<file path="config.mk">
export PLATFORM = sky130hd
export DESIGN_NAME = rgb_layout_converter
export DESIGN_NICKNAME = d
export VERILOG_FILES = /design/src/rtl/rgb_layout_converter.sv
export SDC_FILE = /design/constraint.sdc
export NUM_CORES = 1
export LEC_CHECK = 0
export BUFFER_PORTS_ARGS = -buffer_cell sky130_fd_sc_hd__buf_2
export CORE_AREA = 2 2 138 140
export CTS_CLUSTER_DIAMETER = 50
export DETAILED_ROUTE_END_ITERATION = 6
export DIE_AREA = 0 0 140 142
export GPL_ROUTABILITY_DRIVEN = 1
export MAX_ROUTING_LAYER = met4
export PLACE_DENSITY = 0.69
export SLEW_MARGIN = 20
export SYNTH_ARGS = -nofsm -noshare
export SYNTH_HDL_FRONTEND = slang
export SYNTH_SLANG_ARGS = --single-unit
export TNS_END_PERCENT = 10
</file>
<file path="constraint.sdc">
create_clock -name Clock_50 -period 4.7 [get_ports Clock_50]
set_input_delay 0.47 -clock Clock_50 [delete_from_list [all_inputs] [get_ports Clock_50]]
set_output_delay 0.47 -clock Clock_50 [all_outputs]
set_load 0.01 [all_outputs]
</file>
<file path="src/rtl/rgb_layout_converter.sv">
// Rewrites a packed-RGB image (3 words per 2 pixels) into the split red-pair /
// colour-plane layout used by the VGA fetch engine, one 4-pixel group at a time.
module rgb_layout_converter #(
  parameter logic [17:0] SRC_BASE   = 18'd146944,
  parameter logic [17:0] GE_BASE    = 18'd38400,
  parameter logic [17:0] BE_BASE    = 18'd57600,
  parameter logic [17:0] GO_BASE    = 18'd76800,
  parameter logic [17:0] BO_BASE    = 18'd96000,
  parameter int          NUM_GROUPS = 19200
) (
  input  logic        Clock_50,
  input  logic        Resetn,
  input  logic        Start,
  output logic        Busy,
  output logic        Done,
  output logic [17:0] SRAM_address,
  output logic [15:0] SRAM_write_data,
  output logic        SRAM_we_n,
  input  logic [15:0] SRAM_read_data
);

  typedef enum logic [3:0] {
    S_IDLE, S_RD0, S_RD1, S_RD2, S_RD3, S_RD4, S_RD5, S_DR0, S_DR1,
    S_WR0, S_WR1, S_WR2, S_WR3, S_WR4, S_WR5, S_FINISH
  } state_t;

  localparam logic [14:0] K_LAST = 15'(NUM_GROUPS - 1);

  state_t            state_q, state_d;
  logic [14:0]       k_q, k_d;
  logic [17:0]       src_q, src_d;
  logic [17:0]       addr_q, addr_d;
  logic [15:0]       wdata_q, wdata_d;
  logic              we_n_q, we_n_d;
  logic              busy_q, busy_d;
  logic              done_q, done_d;
  logic [5:0][15:0]  wbuf_q;
  logic [17:0]       red_addr, koff;

  assign red_addr = {2'b00, k_q, 1'b0};
  assign koff     = {3'b000, k_q};

  always_comb begin
    state_d = state_q;
    k_d     = k_q;
    src_d   = src_q;
    case (state_q)
      S_IDLE: if (Start) begin
        state_d = S_RD0;
        k_d     = '0;
        src_d   = SRC_BASE;
      end
      S_RD0: state_d = S_RD1;
      S_RD1: state_d = S_RD2;
      S_RD2: state_d = S_RD3;
      S_RD3: state_d = S_RD4;
      S_RD4: state_d = S_RD5;
      S_RD5: state_d = S_DR0;
      S_DR0: state_d = S_DR1;
      S_DR1: state_d = S_WR0;
      S_WR0: state_d = S_WR1;
      S_WR1: state_d = S_WR2;
      S_WR2: state_d = S_WR3;
      S_WR3: state_d = S_WR4;
      S_WR4: state_d = S_WR5;
      S_WR5: if (k_q == K_LAST) begin
        state_d = S_FINISH;
      end else begin
        state_d = S_RD0;
        k_d     = k_q + 15'd1;
        src_d   = src_q + 18'd6;
      end
      S_FINISH: state_d = S_IDLE;
      default:  state_d = S_IDLE;
    endcase
  end

  // Port values are computed for the state being entered so they are
  // registered and line up with that state's cycle. k only changes on
  // entry to RD0, so k_q is the current group for every write.
  always_comb begin
    addr_d  = addr_q;
    wdata_d = wdata_q;
    we_n_d  = 1'b1;
    busy_d  = 1'b1;
    done_d  = 1'b0;
    case (state_d)
      S_IDLE: busy_d = 1'b0;
      S_RD0:  addr_d = src_d;
      S_RD1:  addr_d = src_d + 18'd1;
      S_RD2:  addr_d = src_d + 18'd2;
      S_RD3:  addr_d = src_d + 18'd3;
      S_RD4:  addr_d = src_d + 18'd4;
      S_RD5:  addr_d = src_d + 18'd5;
      S_WR0: begin
        we_n_d  = 1'b0;
        addr_d  = red_addr;
        wdata_d = {wbuf_q[0][15:8], wbuf_q[1][7:0]};
      end
      S_WR1: begin
        we_n_d  = 1'b0;
        addr_d  = red_addr + 18'd1;
        wdata_d = {wbuf_q[3][15:8], wbuf_q[4][7:0]};
      end
      S_WR2: begin
        we_n_d  = 1'b0;
        addr_d  = GE_BASE + koff;
        wdata_d = {wbuf_q[0][7:0], wbuf_q[3][7:0]};
      end
      S_WR3: begin
        we_n_d  = 1'b0;
        addr_d  = BE_BASE + koff;
        wdata_d = {wbuf_q[1][15:8], wbuf_q[4][15:8]};
      end
      S_WR4: begin
        we_n_d  = 1'b0;
        addr_d  = GO_BASE + koff;
        wdata_d = {wbuf_q[2][15:8], wbuf_q[5][15:8]};
      end
      S_WR5: begin
        we_n_d  = 1'b0;
        addr_d  = BO_BASE + koff;
        wdata_d = {wbuf_q[2][7:0], wbuf_q[5][7:0]};
      end
      S_FINISH: begin
        busy_d = 1'b0;
        done_d = 1'b1;
      end
      default: ;
    endcase
  end

  always_ff @(posedge Clock_50) begin
    if (!Resetn) begin
      state_q <= S_IDLE;
      k_q     <= '0;
      src_q   <= '0;
      addr_q  <= '0;
      wdata_q <= '0;
      we_n_q  <= 1'b1;
      busy_q  <= 1'b0;
      done_q  <= 1'b0;
      wbuf_q  <= '0;
    end else begin
      state_q <= state_d;
      k_q     <= k_d;
      src_q   <= src_d;
      addr_q  <= addr_d;
      wdata_q <= wdata_d;
      we_n_q  <= we_n_d;
      busy_q  <= busy_d;
      done_q  <= done_d;
      // Read data returns two cycles after its address was on the port.
      case (state_q)
        S_RD2:   wbuf_q[0] <= SRAM_read_data;
        S_RD3:   wbuf_q[1] <= SRAM_read_data;
        S_RD4:   wbuf_q[2] <= SRAM_read_data;
        S_RD5:   wbuf_q[3] <= SRAM_read_data;
        S_DR0:   wbuf_q[4] <= SRAM_read_data;
        S_DR1:   wbuf_q[5] <= SRAM_read_data;
        default: ;
      endcase
    end
  end

  assign Busy            = busy_q;
  assign Done            = done_q;
  assign SRAM_address    = addr_q;
  assign SRAM_write_data = wdata_q;
  assign SRAM_we_n       = we_n_q;

endmodule

</file>
==> results of run 1 <==
## registers in the layout, summed over array words and instances, names as in the netlist
signal           count
Busy                 1
Done                 1
SRAM_address        18
SRAM_we_n            1
SRAM_write_data     16
k_q                 15
src_q               18
state_q              4
wbuf_q              96
## area by class of cell
cell class	instances	share of cell area
Multi-Input combinational cell	920	0.519
Antenna cell	2	0.000498
Clock inverter	12	0.0126
Timing Repair Buffer	84	0.0491
Clock buffer	19	0.0441
Sequential cell	170	0.339
Tap cell	234	0.0292
Inverter	18	0.00685
## worst min path at each step
| stage | start | end | slack (ns) |
|---|---|---|---|
| detailed placement | SRAM_write_data[0] | SRAM_write_data[0] | 0.44 |
| CTS | SRAM_read_data[7] | wbuf_q[55] | 0.32 |
| finish | SRAM_read_data[7] | wbuf_q[87] | 0.33 |
| global route | SRAM_read_data[15] | wbuf_q[63] | 0.33 |
| global placement | SRAM_write_data[0] | SRAM_write_data[0] | 0.43 |
| floorplan | wbuf_q[88] | wbuf_q[88] | 0.44 |
## per-stage QoR
| step | setup WS, ns | instance area (um2) | total power, mW |
|---|---|---|---|
| floorplan | 1.20 | 8980 | 1.73 |
| global placement | 0.753 | 9470 | 1.86 |
| detailed placement | 0.512 | 9470 | 1.86 |
| CTS | 0.479 | 10000 | 3.24 |
| global route | 0.00335 | 10000 | 3.34 |
| finish | 0.365 | 10000 | 3.23 |
## logic make-up after synthesis
logic type	Yosys count
adder cells (fa/ha/maj)	16
multiplexers	8
buffers and inverters	99
AO/OA/AOI/OAI	381
AND/OR/NAND/NOR	497
flip-flops	170
XOR/XNOR	18
## cells in the mapped netlist (all sizes together), types with 5 or more instances
library cell  instances  area [um2]
a211oi                6        50.1
a21o                  5        37.5
a21oi               160         808
a221oi               11        96.3
a222oi               19         190
a22oi                21         158
a31oi                21         159
and2                 15        93.8
buf                  15        86.3
clkbuf               66         248
dfxtp               170        3400
ha                   15         188
inv                  16        60.1
mux2i                 5        53.8
nand2               288        1090
nand3                28         140
nand4                20         161
nor2                 67         254
nor2b                 5        31.3
nor3                 21         105
nor4                 15         121
o2111ai               7        61.3
o211ai                5        37.5
o21ai                72         368
o221ai                5        43.8
o22ai                 6        37.5
o31ai                 6        50.1
or2                   6        37.5
or3                   7        43.8
xnor2                 9        78.8
xor2                  9        78.8
## critical path: stages (launching register included)
cell                       delay (ns)
sky130_fd_sc_hd__dfxtp_1         0.39
sky130_fd_sc_hd__inv_1           0.20
sky130_fd_sc_hd__ha_1            0.30
sky130_fd_sc_hd__nand4_1         0.18
sky130_fd_sc_hd__o31ai_2         0.58
sky130_fd_sc_hd__nor2_1          0.08
sky130_fd_sc_hd__a21oi_1         0.35
sky130_fd_sc_hd__inv_1           0.20
sky130_fd_sc_hd__ha_1            0.40
sky130_fd_sc_hd__a21oi_1         0.09
sky130_fd_sc_hd__a21oi_1         0.32
sky130_fd_sc_hd__nand4_1         0.24
sky130_fd_sc_hd__nor4_1          0.39
sky130_fd_sc_hd__o221ai_1        0.16
sky130_fd_sc_hd__a22oi_1         0.22
sky130_fd_sc_hd__o22ai_1         0.10
## layer usage
layer  track usage  share of wire  vias to the layer above
li1              -              -                     4336
met1         0.367           0.42                     4254
met2         0.455           0.46                      479
met3        0.0525          0.078                       64
met4         0.129          0.041                        0
met5             -              0                        -
## power breakdown
part | total [mW] | switching (mW) | internal (mW) | leakage, nW
clock network | 1.39 | 0.637 | 0.758 | 0.279
registers | 1.50 | 0.0250 | 1.47 | 1.38
logic | 0.341 | 0.234 | 0.108 | 1.90
==> summary.md, run 1 <==
The flow ran to the end, but the final reports show violations. The checks that failed: design-rule violations. In this run the worst hold path is classified as in2reg. The transition time at the pin with the least slew margin is 1.17 ns, and the total wirelength of the detailed-routed design is 28,200 um.

Xor/xnor cell area share of the yosys netlist: 0.0176. The flop-to-flop setup slack came out at 0.36 ns. Counting the fill cells in the layout gives 1,778.

Clock-pin slew was measured on the worst setup and hold paths at 0.07 ns. Entering global routing, the biggest net connects 98 pins. Counting flops with a built-in enable in the synthesized netlist gives 0.

The number of placed instances, taps included, is 1,426. At the end of the flow, the number of nets in the layout was 1,246. STA classifies the critical path startpoint as a flip-flop. Setup violations remaining at the end of the flow were counted as 0. The multiplexer fraction of the synthesized cell area came out at 0.00975. The combinational family with the most area after synthesis was compound AO/OA/AOI/OAI gates.

Clock tree synthesis found a total of 170 sinks. Starting density of the core: 0.487. Setup repair after global routing left no endpoint under its margin.

The post-synthesis share of cell area spent on and, or, nand and nor gates was 0.255. Number of distinct standard cells referenced by the synthesized netlist: 86. The library cell used most frequently in the layout, excluding fill and tap cells, is sky130_fd_sc_hd__nand2_1. The number of cells on the worst reg-to-reg path is 15. Timing would allow up to 231 MHz.

For the finished layout, the period the worst path requires is 4.34 ns. The number of cell rows was 50; the sequential-to-total area share from yosys stat was 0.379. Clock tree synthesis selected as its root buffer the cell sky130_fd_sc_hd__clkbuf_16.

Global routing finished with a remaining overflow of 0. The tools report the insertion delay to the later sink of the worst-skew pair as 0.43 ns. For the core utilization of the finished layout, the log shows 0.544.

The mean post-synth cell area is 7.55 um2, and the maximum buffer depth of the clock tree is 2. Class of the most critical setup path: reg2reg. After clock tree synthesis, the flow added hold-fix buffers numbering 0.

The full die area was 19,900 um2. In this run the worst setup path terminates at SRAM_address[16]. During I/O placement, the number of pins put on the boundary was 56. The compound-gate portion of the synthesized area was 0.271.

The run gives 0 as the count of maximum capacitance violations. The die span in x was 140 um; the post-synthesis instance area was 8980 um2. The number of nets in the synthesized netlist is 1,224. Synthesis produced a netlist whose cell count is 1,189. The final critical-path share of the clock period works out to 0.922. The logs give 1,295 for the first-iteration detailed-routing DRC count and 0 for the post-cts resize count. Tracing the worst setup path back leads to its startpoint at k_q[10]. Input and output buffers added on the ports amount to 55.

The wire length of the first global-routing pass is 44,600 um. Maximum fanout along the worst path: 8. Across all layers, the routed design uses 9,133 vias. The number of post-CTS setup repair buffers was 0; the area share of fa/ha/maj cells after synthesis was 0.0231. For the maximum resistive drop on vdd, the log shows 0.000262 V. The tools report the end of the worst register-to-register path as SRAM_address[16].

The smallest hold slack came out at 0.333 ns. At the end of routability-driven placement, the weighted congestion stood at 0.941. The chip height works out to 142 um.

The count of pins over their slew limit is 0. Dividing the detail-routed via count by the number of cells gives 6.26. From synthesis to final layout, the design area changed by 11.8%. The post-detailed-route wirelength per cell was 19.4 um. The run gives 17 as the number of CTS-inserted buffers. The worst reg2reg path startpoint is k_q[10]. Count of cells along the worst hold path: 3.

For the initial antenna violation count, the log shows 2. The run gives 3.56 nW as the leakage component of the power. In this run the remaining antenna-violating nets after routing total 0.

The number of storage elements in the synthesis netlist was 170. Data on the critical path arrives at its endpoint at 4.63 ns. The share of post-route cells with drive strength above 1 is 0.127, and the half-perimeter wire length after placement is 19,000 um.

TritonCTS built the clock tree. The finished layout holds 1,459 standard cells, fillers aside. The tools report the total track usage as 0.290. The H-tree was split into 4 levels.

For this design the ratio of total power to cell area is 322 nW/um2. After floorplanning, the core was sized to cover 18,500 um2. Leaving out fill and tap cells, the most frequent cells in the layout are 286 x sky130_fd_sc_hd__nand2_1, 170 x sky130_fd_sc_hd__dfxtp_1, 158 x sky130_fd_sc_hd__a21oi_1. Among all flip-flop cells after synthesis, the most frequent one is sky130_fd_sc_hd__dfxtp_1. The type of destination of the critical path was a flip-flop.

The number of design rule violations left after detail routing is 17, and the multi-input logic area is 5210 um2. The total number of yosys warnings is 0, and the maximum clock skew at final layout is 0.00925 ns. In the final timing run, aggregate negative setup slack is 0 ns. The final count of hold timing violations is 0, and the fraction of registers with async set/reset is 0. The via count of the first global-routing pass was 8,277; the critical path data required time was 5.00 ns.

The tools report the normalized max-slew margin as 0.220. The tools report the length of the first detailed-routing pass in iterations as 7. The sequential cells in the finished layout cover a total of 3400 um2.
(Power assumes the default switching activity.)
==> inputs of run 2 (changes only) <==
--- a/config.mk
+++ b/config.mk
@@ -6,13 +6,13 @@
 export NUM_CORES = 1
 export LEC_CHECK = 0
 export BUFFER_PORTS_ARGS = -buffer_cell sky130_fd_sc_hd__buf_2
-export CORE_AREA = 2 2 138 140
+export CORE_AREA = 2 2 153 125
 export CTS_CLUSTER_DIAMETER = 50
 export DETAILED_ROUTE_END_ITERATION = 6
-export DIE_AREA = 0 0 140 142
+export DIE_AREA = 0 0 155 127
 export GPL_ROUTABILITY_DRIVEN = 1
 export MAX_ROUTING_LAYER = met4
-export PLACE_DENSITY = 0.69
+export PLACE_DENSITY = 0.7
 export SLEW_MARGIN = 20
 export SYNTH_ARGS = -nofsm -noshare
 export SYNTH_HDL_FRONTEND = slang
==> run 2 against run 1 <==
Net effect:
- the flow now finishes without violations
- critical path depth rose by 1
- wire length is 6.0% higher
- core utilization increased by 1.6 points
- global-route usage increased by 2.4 points
- via count increased by 1.5%
- largest cell class unchanged
- hold slack got worse by 0.010 ns
- cell count fell by 0.14%
- register-to-register slack gained 0.02 ns
- sequential share of layout area fell by 0.12 points
==> summary.md, run 2 (synthesized netlist as in run 1, its figures left out) <==
Number of top-level design ports: 56 (unchanged). The full die area is 19,700 um2 (-0.98%). The length of the first detailed-routing pass in iterations is 6 (-1), and the total power per unit cell area is 325 nW/um2 (+0.86%). Count of H-tree levels built during CTS: 4 (unchanged). The post-cts resize count was 0 (unchanged); the flop-to-flop setup slack was 0.38 ns (+0.02 ns). The insertion delay to the later sink of the worst-skew pair is 0.44 ns (about the same), and the number of standard cells in the layout, taps in and fillers out is 1,457 (-0.14%).

The leading cell type in the layout, fill and taps excluded is sky130_fd_sc_hd__nand2_1. The longest individual stage delay on the worst path is 0.62 ns (+0.04 ns), and the via count of the first global-routing pass is 8,483 (+2.5%). The chip height is 127 um (-11%). TritonCTS built the clock tree. The final count of hold timing violations was 0 (unchanged); the maximum fanout along the worst path was 8 (unchanged). The clock net sink count was 170 (unchanged); the area growth from synthesis to layout was 12.2%. For the area after detailed placement, the log shows 9490 um2 (+0.21%).

Traced cell by cell, the critical path runs through inv_1, ha_1, nand4_1, o31ai_2, nor2_1, a21oi_1, inv_1, ha_1, a21oi_1, a21oi_1, buf_4, nand4_1, nor4_1, o221ai_1, a22oi_1, o22ai_1. For the count of pins over their slew limit, the log shows 0 (unchanged). The logs give 0.560 (+0.0157) for the core utilization of the finished layout and 0.281 (+0.0613) for the normalized max-slew margin. The final global-route overflow total is 0 (unchanged), and the sum of negative setup slack is 0 ns (unchanged). The post-detailed-route wirelength per cell came out at 20.5 um (+6.1%).

The run gives 10,100 um2 (+0.36%) as the finished layout cell area. The flow ran to the end, and the final reports show no timing, DRC or antenna violations. For the half-perimeter wire length after placement, the log shows 20,200 um (+6.4%).

The start point of the critical path was k_q[10]. The worst hold path belongs to the class in2reg. The post-route minimum period is 4.32 ns (-0.0157 ns), and the maximum clock skew at final layout is 0.0101 ns (+0.000858 ns).

The number of post-CTS setup repair buffers is 0 (unchanged). The total wirelength of the detailed-routed design is 29,900 um (+6.0%). The share of post-route cells with drive strength above 1 was 0.131 (+0.00377); the number of hold-repair buffers added at the cts stage was 0 (unchanged). The final count of negative-setup-slack endpoints is 0 (unchanged).

For the final-stage net count, the log shows 1,249 (+0.24%). The remaining antenna violation count came out at 0 (unchanged). Total track usage: 0.314 (+0.0243). The worst hold path begins at SRAM_read_data[5].

The maximum number of pins on one net before global-route repair is 99 (+1.0%). For the initial antenna violation count, the log shows 1 (-1). The starting density of the core was 0.499 (+0.0122); the number of cells on the worst reg-to-reg path was 16 (+1).

The wire length of the first global-routing pass is 47,300 um (+6.2%). The critical path data required time came out at 5.01 ns (about the same). Leakage component of the power: 3.56 nW (+0.11%). In the layout the commonest cells are 286 x sky130_fd_sc_hd__nand2_1, 170 x sky130_fd_sc_hd__dfxtp_1, 158 x sky130_fd_sc_hd__a21oi_1. For the first-iteration detailed-routing DRC count, the log shows 1,304 (+0.69%). The class of the most critical setup path is reg2reg.

Via-per-instance ratio: 6.37 (+1.7%). STA classifies the critical path startpoint as a flip-flop. The tools report the cell count after placement as 1,425 (-0.070%). The signal arrival time at the worst endpoint came out at 4.63 ns (about the same). The clock slew at the register clock pins of the worst setup and hold paths was 0.07 ns (about the same). The flip-flop count of the largest register after layout was 96 (unchanged).

Number of design rule violations left after detail routing: 0 (-17). For the smallest hold slack, the log shows 0.323 ns (-0.0104 ns). In this run the clock root is driven by a sky130_fd_sc_hd__clkbuf_16. The master of the slowest instance on the critical path was sky130_fd_sc_hd__o31ai_2. Setup repair after global routing left no endpoint under its margin. Transition time at the pin with the least slew margin: 1.08 ns (-0.0891 ns).

wbuf_q holds more flip-flops than any other register. The most numerous cell type found on the critical path is sky130_fd_sc_hd__a21oi_1. The number of CTS-inserted buffers came out at 17 (unchanged). The count of cells along the worst hold path was 3 (unchanged). The final critical-path share of the clock period was 0.919 (-0.00334); the count of maximum capacitance violations was 0 (unchanged). The tools report the type of destination of the critical path as a flip-flop.

The die span in x is 155 um (+11%), and the last weighted congestion value of the routability-driven placer is 0.990 (+5.2%). The worst register-to-register path begins at k_q[10]. The number of cell rows is 44 (-12%), and the routed via count is 9,274 (+1.5%). The number of I/O port buffers works out to 55 (unchanged). The logs give 2 (unchanged) for the maximum buffer depth of the clock tree and 18,000 um2 (-2.5%) for the floorplan core area. The maximum resistive drop on vdd is 0.000170 V (-35%), and the achievable frequency is 232 MHz (+0.36%).
run 2: final cells by class:
class                   instances  area, um2
fillers                      1689       7930
repair buffers                 87        515
diodes                          1       2.50
flip-flops and latches        170       3400
inverters                      18       68.8
clock inverters                14        150
multi-input cells             920       5220
clock buffers                  17        425
well taps                     230        288
run 2: stage by stage:
step                power (mW)  setup slack, ns
global route              3.36           0.0199
CTS                       3.26            0.501
floorplan                 1.73             1.20
finish                    3.27            0.381
detailed placement        1.86            0.537
global placement          1.86            0.653
run 2: power breakdown:
group          internal (mW)  switching [mW]
Clock                  0.749           0.678
Sequential              1.47          0.0264
Combinational          0.106           0.241
run 2: path summary, 6_finish.rpt:
check / endpoint
setup reg to reg: SRAM_address[16]
hold / removal: wbuf_q[5]
setup / recovery: SRAM_address[16]
hold reg to reg: SRAM_write_data[11]
run 2: per-layer routing:
layer | GRT usage | wire, um | vias to the layer above
li1 | - | - | 4342
met1 | 0.448 | 13500 | 4400
met2 | 0.446 | 12800 | 491
met3 | 0.0729 | 3190 | 41
met4 | 0.0817 | 405 | 0
met5 | - | 0 | -
run 2: worst max-delay path, delay by kind of cell, from the launching register on:
family / cells / cell delay, ns
and+or+nand+nor: 4 / 0.85
buffers and inverters: 3 / 0.56
DFF: 1 / 0.39
AOI/OAI and AO/OA: 7 / 1.69
adders and majority gates: 2 / 0.69
